## src/rtl/pmem_arbiter.sv

```systemverilog
// Arbiter sharing one cacheline-adaptor port between icache and dcache line transactions.
// Optional macro ARB_ROUND_ROBIN_EN: simultaneous requests alternate instead of favouring dcache.
module pmem_arbiter #(
    parameter int ADDR_WIDTH = 32,
    parameter int LINE_WIDTH = 256
) (
    input  logic                  clk,
    input  logic                  rst,
    input  logic                  i_read,
    input  logic [ADDR_WIDTH-1:0] i_address,
    output logic [LINE_WIDTH-1:0] i_rdata,
    output logic                  i_resp,
    input  logic                  d_read,
    input  logic                  d_write,
    input  logic [ADDR_WIDTH-1:0] d_address,
    input  logic [LINE_WIDTH-1:0] d_wdata,
    output logic [LINE_WIDTH-1:0] d_rdata,
    output logic                  d_resp,
    output logic                  a_read,
    output logic                  a_write,
    output logic [ADDR_WIDTH-1:0] a_address,
    output logic [LINE_WIDTH-1:0] a_wdata,
    input  logic [LINE_WIDTH-1:0] a_rdata,
    input  logic                  a_resp,
    output logic                  arb_busy,
    output logic                  arb_owner
);

    localparam logic [1:0] IDLE    = 2'd0;
    localparam logic [1:0] SERVE_I = 2'd1;
    localparam logic [1:0] SERVE_D = 2'd2;
    localparam logic [1:0] RELEASE = 2'd3;

    logic [1:0]            state;
    logic [1:0]            state_next;
    logic                  txn_write;
    logic [ADDR_WIDTH-1:0] txn_addr;
    logic [LINE_WIDTH-1:0] txn_wdata;
    logic                  last_owner;
    logic                  i_req;
    logic                  d_req;
    logic                  grant_d;
    logic                  grant_i;
    logic                  serving;

    // Handshake: a requester raises read/write and holds it until its 1-cycle resp pulse;
    // the adaptor side sees read/write held for the whole burst until its own a_resp pulse.
    assign i_req = i_read;
    assign d_req = d_read | d_write;

`ifdef ARB_ROUND_ROBIN_EN
    assign grant_d = d_req && (!i_req || !last_owner);
`else
    assign grant_d = d_req;
`endif
    assign grant_i = i_req && !grant_d;

    assign serving = (state == SERVE_I) || (state == SERVE_D);

    always_comb begin
        state_next = state;
        case (state)
            IDLE: begin
                if (grant_d) begin
                    state_next = SERVE_D;
                end else if (grant_i) begin
                    state_next = SERVE_I;
                end
            end
            SERVE_I, SERVE_D: begin
                if (a_resp) begin
                    state_next = RELEASE;
                end
            end
            RELEASE: state_next = IDLE;
            default: state_next = IDLE;
        endcase
    end

    always_ff @(posedge clk or posedge rst) begin
        if (rst) begin
            state      <= IDLE;
            txn_write  <= 1'b0;
            txn_addr   <= '0;
            txn_wdata  <= '0;
            last_owner <= 1'b0;
        end else begin
            state <= state_next;
            if (state == IDLE && grant_d) begin
                // write wins over read if the dcache ever raises both
                txn_write <= d_write;
                txn_addr  <= d_address;
                txn_wdata <= d_wdata;
            end else if (state == IDLE && grant_i) begin
                txn_write <= 1'b0;
                txn_addr  <= i_address;
            end
            if (serving && a_resp) begin
                last_owner <= (state == SERVE_D);
            end
        end
    end

    always_ff @(posedge clk) begin
        if (!rst) begin
            assert (!(d_read && d_write));
        end
    end

    assign a_read    = serving && !txn_write;
    assign a_write   = serving && txn_write;
    assign a_address = txn_addr;
    assign a_wdata   = txn_wdata;

    assign i_resp  = (state == SERVE_I) && a_resp;
    assign d_resp  = (state == SERVE_D) && a_resp;
    assign i_rdata = a_rdata;
    assign d_rdata = a_rdata;

    assign arb_busy  = (state != IDLE);
    // outside a transaction, report whoever was served last
    assign arb_owner = serving ? (state == SERVE_D) : last_owner;

endmodule

```

## config.mk

```make
export PLATFORM = sky130hd
export DESIGN_NAME = pmem_arbiter
export DESIGN_NICKNAME = d
export VERILOG_FILES = /design/src/rtl/pmem_arbiter.sv
export SDC_FILE = /design/constraint.sdc
export NUM_CORES = 1
export LEC_CHECK = 0
export CORE_AREA = 2 2 534 536
export DETAILED_ROUTE_END_ITERATION = 12
export DIE_AREA = 0 0 536 538
export GPL_TIMING_DRIVEN = 1
export HOLD_SLACK_MARGIN = 0.12
export PLACE_DENSITY = 0.34
export SLEW_MARGIN = 20
export SYNTH_ARGS = -nofsm -noshare
export SYNTH_HDL_FRONTEND = slang
export SYNTH_SLANG_ARGS = --single-unit
```

## constraint.sdc

```tcl
create_clock -name clk -period 10.7 [get_ports clk]
set_clock_uncertainty 0.15 [all_clocks]
set_input_delay 1.07 -clock clk [delete_from_list [all_inputs] [get_ports clk]]
set_output_delay 1.07 -clock clk [all_outputs]
set_load 0.01 [all_outputs]
```

==> flow_metrics.py, run 1 <==
metrics = {
    "power": {
        "swShare_pct": 35.6,
        "power.switching_w": 0.00238,
        "pwr-share-clk_pct": 23.8,
        "combPwrFrac_pct": 46.2,
        "p_leak_nw": 8.25,
        "seqPwrFrac_pct": 29.9,
        "peakVddDrop_uv": 226,
        "internal_power_w": 0.00431,
        "power_density_nw_per_um2": 282,
    },
    "place": {
        "dpl.hpwl_um": 117000,
        "port_buffers": 619,
        "place_congestion": 0.669,
        "pre_cts_ws_ns": 6.06,
    },
    "timing": {
        "rsz0062_at_grt": "false",
        "holdWs_ns": 0.329,
        "setup-violations-final": 0,
        "slew_viol_final": 0,
        "finalCriticalPeriod_ns": 3.85,
        "hold_violations": 0,
        "fin_setup_tns_ns": 0,
        "relSlewSlack_pct": 43.5,
        "layout_setup_ws_ns": 6.85,
        "fmax_mhz": 260,
        "final.period_utilization_pct": 36.0,
        "tightest_slew_ns": 0.847,
    },
    "synthesis": {
        "synth_fp_nets": 1812,
        "synth_adder_area_share_pct": 0.411,
        "synth_compound_area_share_pct": 1.36,
        "ys_seq_area_share_pct": 48.0,
        "synth-seq-cells": 292,
        "synth-simple-area-share_pct": 1.10,
        "yosys_warnings": 0,
        "syn_avg_cell_area_um2": 12.4,
        "muxShareOfSynthArea_pct": 21.4,
        "synth_top_family_by_area": "buffers and inverters",
        "postSynthCellCount": 1225,
        "synth_cell_types": 21,
        "synthesis.area_um2": 15200,
        "synth_xor_area_share_pct": 0,
    },
    "setup_path": {
        "end_kind": "output pin",
        "crit_required_ns": 9.48,
        "critPathKind": "reg -> out",
        "worstPathArrival_ns": 2.63,
        "cp_max_fo": 5,
        "r2r_setup_slack_ns": 7.49,
        "cp-start-kind": "register",
    },
    "die": {
        "core_um2": 283000,
        "start_util_pct": 5.37,
        "rows": 196,
        "num_io_pins": 1388,
        "die_x_um": 536,
        "die_h_um": 538,
        "die_area_um2": 288000,
    },
    "clock_network": {
        "cts_tree": "built",
        "clk_latency_ns": 0.68,
        "hold_buffers": 0,
        "cts-resized-gates": 0,
        "clk_pin_slew_ns": 0.06,
        "cts.root.buffer_cell": "clkbuf_16",
        "clk_path_buf_depth": 3,
        "cts-buffers-inserted": 47,
        "cts_setup_buffers": 0,
        "htree_levels": 2,
        "clock-sinks": 292,
    },
    "grt": {
        "grt_antenna_before_repair": 198,
        "grt_use_total_pct": 8.88,
        "grt_max_degree": 121,
        "grt-ovfl-total": 0,
        "grt_pass1_wl_um": 155000,
        "grt_pass1_vias": 10400,
    },
    "cells_and_area": {
        "drive_gt1_share_pct": 24.6,
        "final_common_cell": "clkdlybuf4s50_1",
        "nNetsFinal": 1939,
        "syn2layout_area_growth_pct": 55.9,
        "final_cell_mix": "clkdlybuf4s50_1 (619), dfrtp_1 (292), mux2_2 (259)",
    },
    "routing": {
        "drtIter0Drc": 340,
        "drt_wl_total_um": 133000,
        "post_drt_wl_per_cell_um": 25.6,
        "vias": 9957,
        "drtPass1Iterations": 4,
        "vias_per_cell": 1.91,
        "ant_nets": 0,
        "drc_errors": 0,
    },
    "flow_run": {
        "drv_cap": 0,
    },
    "worst_hold_path": {
        "hp-class": "reg -> reg",
    },
    "run_status": {
        "status": "finished, final reports clean",
    },
}
kinds of logic after synthesis:
group,Yosys count
mux,293
flops,292
simple gates,42
fa+ha+maj,5
buf+inv,556
compound gates,37
metrics by stage:
step / instance area, um2 / power (W) / cells / util [%]
CTS: 23600 / 0.00701 / 5149 / 8.33
global route: 23600 / 0.00713 / 5163 / 8.34
detailed placement: 22100 / 0.00530 / 5065 / 7.79
global placement: 22100 / 0.00528 / 5065 / 7.79
floorplan: 15200 / 0.00347 / 1225 / -
finish: 23700 / 0.00669 / 5208 / 8.38
state kept, by name (all words and copies together) (netlist names):
name        cells
a_address      32
txn_write       1
state           2
last_owner      1
a_wdata       256
metal layers:
layer	wire length (um)	GRT usage [%]
met5	961	0.395
met4	6760	4.17
met3	32500	10.5
met2	51400	12.1
met1	41800	7.79
synthesized netlist by cell type (all sizes together):
library cell / number / share of area, %
clkbuf: 2 / 0.057
nor3: 1 / 0.033
mux2: 259 / 19
o31ai: 1 / 0.049
and2: 3 / 0.12
buf: 549 / 28
nand2: 35 / 0.86
inv: 5 / 0.12
nand3: 1 / 0.033
nor2: 2 / 0.049
mux2i: 34 / 2.2
dfrtp: 292 / 48
a2bb2oi: 1 / 0.058
o21ai: 35 / 1.2
ha: 5 / 0.41
final cells by class:
| class | instances | area [um2] |
|---|---|---|
| Fill cell | 32700 | 260000 |
| Tap cell | 3762 | 4710 |
| Multi-Input combinational cell | 377 | 3710 |
| Clock buffer | 70 | 1340 |
| Inverter | 5 | 26.3 |
| Sequential cell | 292 | 7310 |
| Antenna cell | 59 | 148 |
| Timing Repair Buffer | 629 | 6300 |
| Clock inverter | 14 | 198 |
worst paths after layout:
check,to,depth (start not counted),start
worst min-delay path,a_address[30],2,a_address[30]
worst max register to register,a_wdata[202],6,state[1]
worst max-delay path,arb_owner,4,state[1]
worst min register to register,a_address[30],2,a_address[30]
min in group asynchronous,a_address[17],2,rst
max in group asynchronous,a_wdata[18],4,rst
power by group through the flow:
stage                     logic [W]  registers (W)  clock network (W)
after floorplan             0.00125        0.00222                  0
after global placement      0.00326        0.00202                  0
after detailed placement    0.00327        0.00202                  0
after CTS                   0.00328        0.00201            0.00171
after global routing        0.00332        0.00208            0.00173
final                       0.00309        0.00200            0.00159
worst max-delay path: stages (launching register included):
cell             delay, ns
dfrtp_1               0.39
inv_1                 0.10
ha_1                  0.38
mux2_2                0.36
clkdlybuf4s50_1       0.72
(Power assumes the default switching activity.)
==> run 2: changes to the inputs <==
clock period = 3.8 ns   (was 10.7 ns; I/O delays follow)
==> run 2 against run 1 <==
Global-route usage grew 0.31 points. Worst setup slack lost 6.0 ns. Critical path depth is the same. Combinational power grew to 3.0 times the previous value. First-iteration DRC count shrank 27%. Sequential power grew to 2.8 times the previous value. Routed wire length grew 3.4%. Cell area grew 14%. Non-clock buffer count grew 282. Critical path type unchanged. Largest cell class is now non-clock buffers.
==> flow_metrics.py, run 2 (same netlist as run 1, synthesis figures left out) <==
metrics = {
    "run_status": {
        "status": "finished, final reports clean",
    },
    "routing": {
        "vias_per_cell": 1.99,
        "ant_nets": 0,
        "vias": 11000,
        "drt_wl_total_um": 138000,
        "drc_errors": 0,
        "drtIter0Drc": 248,
        "drtPass1Iterations": 4,
        "post_drt_wl_per_cell_um": 24.9,
    },
    "timing": {
        "fmax_mhz": 337,
        "rsz0062_at_grt": "false",
        "finalCriticalPeriod_ns": 2.96,
        "relSlewSlack_pct": 59.1,
        "setup-violations-final": 0,
        "tightest_slew_ns": 0.613,
        "final.period_utilization_pct": 78.0,
        "slew_viol_final": 0,
        "hold_violations": 0,
    },
    "die": {
        "num_io_pins": 1388,
        "die_area_um2": 288000,
        "start_util_pct": 5.37,
        "die_h_um": 538,
        "core_um2": 283000,
        "rows": 196,
        "die_x_um": 536,
    },
    "worst_hold_path": {
        "hp-class": "in -> reg",
        "hold-path-cell-count": 2,
    },
    "setup_path": {
        "cp-start-kind": "register",
        "crit_required_ns": 3.27,
        "path_buf_inv": 2,
        "end_kind": "output pin",
        "critPathKind": "reg -> out",
        "crit_chain": "inv_1, ha_1, mux2_2, clkdlybuf4s50_1",
        "r2r_cells": 7,
        "crit_cells": 4,
        "worstPathArrival_ns": 2.43,
        "cp_slowest_stage_delay_ns": 0.55,
        "crit_family": "buffers and inverters",
        "cp_max_fo": 5,
        "critPathSlowestCell": "clkdlybuf4s50_1",
    },
    "clock_network": {
        "cts-buffers-inserted": 51,
        "cts.root.buffer_cell": "clkbuf_16",
        "clk_latency_ns": 0.66,
        "cts_tree": "built",
        "cts_setup_buffers": 0,
        "clk_pin_slew_ns": 0.06,
        "htree_levels": 2,
        "hold_buffers": 270,
        "cts-resized-gates": 0,
        "clock-sinks": 292,
        "clk_path_buf_depth": 3,
    },
    "grt": {
        "grt_antenna_before_repair": 212,
        "grt_use_total_pct": 9.20,
        "grt_pass1_vias": 11600,
        "grt-ovfl-total": 0,
        "grt_max_degree": 80,
        "grt_pass1_wl_um": 162000,
    },
    "cells_and_area": {
        "nNetsFinal": 2225,
        "final_cell_mix": "clkdlybuf4s50_1 (619), dfrtp_1 (292), dlygate4sd3_1 (270)",
        "nFillCells": 32600,
        "design_area_um2": 26900,
        "drive_gt1_share_pct": 22.0,
        "multi_input_area_um2": 3710,
        "seq_area_um2": 7310,
        "syn2layout_area_growth_pct": 77.0,
        "final_common_cell": "clkdlybuf4s50_1",
        "largest_register_ffs": 256,
    },
    "power": {
        "power_density_nw_per_um2": 743,
        "p_leak_nw": 9.58,
        "p_total_w": 0.0200,
        "peakVddDrop_uv": 309,
    },
    "flow_run": {
        "drv_cap": 0,
    },
    "place": {
        "port_buffers": 619,
        "place_congestion": 0.672,
        "dpl.hpwl_um": 121000,
        "place_area_um2": 22200,
    },
}
## run 2: changes by cell type in the layout (fill, tap and decap cells not counted), moves of 3 or more
| cell | delta |
|---|---|
| buf_12 | +5 |
| clkbuf_8 | +4 |
| buf_4 | +7 |
| dlygate4sd3_1 | +270 |
| diode_2 | +45 |
| clkbuf_16 | +4 |
| bufinv_16 | +3 |
| clkbuf_1 | -7 |
| clkinv_4 | +4 |
## run 2: routing by layer
layer,vias up,routed length [um],global-route usage [%]
met5,-,975,0.214
met3,421,27300,8.38
li1,4519,-,-
met2,1069,54200,12.8
met4,144,6800,4.19
met1,4871,48700,9.39
## run 2: metrics by stage
stage / cells / util [%] / TNS (ns) / hold slack, ns / setup WS [ns]
floorplan: 1225 / - / -176.71 / 0.304 / -0.605
global placement: 5077 / 7.84 / 0 / 0.313 / 0.913
detailed placement: 5077 / 7.84 / 0 / 0.323 / 0.913
CTS: 5441 / 9.42 / 0 / 0.121 / 0.687
global route: 5508 / 9.48 / 0 / 0.152 / 0.605
finish: 5545 / 9.51 / 0 / 0.217 / 0.837
## run 2: cell type report
type                       instances  area share (%)
antenna                          104           0.966
clock buffer                      71            5.47
clock inverter                    23            1.16
inverter                           5          0.0836
multi-input combinational        377            13.8
sequential                       292            27.1
tap                             3762            17.5
timing repair buffer             911            34.0
## run 2: worst paths after layout
path	from	end	slack, ns
setup / recovery	state[1]	arb_owner	0.84
hold / removal	d_wdata[9]	a_wdata[9]	0.22
setup reg to reg	state[1]	a_address[24]	1.38
hold reg to reg	a_address[21]	a_address[21]	0.33
max in group asynchronous	rst	a_address[18]	1.94
min in group asynchronous	rst	a_wdata[202]	0.50
## run 2: worst register-to-register path: stages, from the launching register on
cell and delay, ns:
dfrtp_1 0.40, inv_1 0.10, ha_1 0.31, o21ai_4 0.12, buf_4 0.35, mux2i_1 0.25, dlygate4sd3_1 0.55, o21ai_0 0.07
## run 2: report_power, final
| part | internal [W] | switching (W) | leakage [nW] |
|---|---|---|---|
| logic | 0.00498 | 0.00437 | 5.25 |
| clock network | 0.00310 | 0.00200 | 0.873 |
| registers | 0.00473 | 0.000844 | 3.45 |
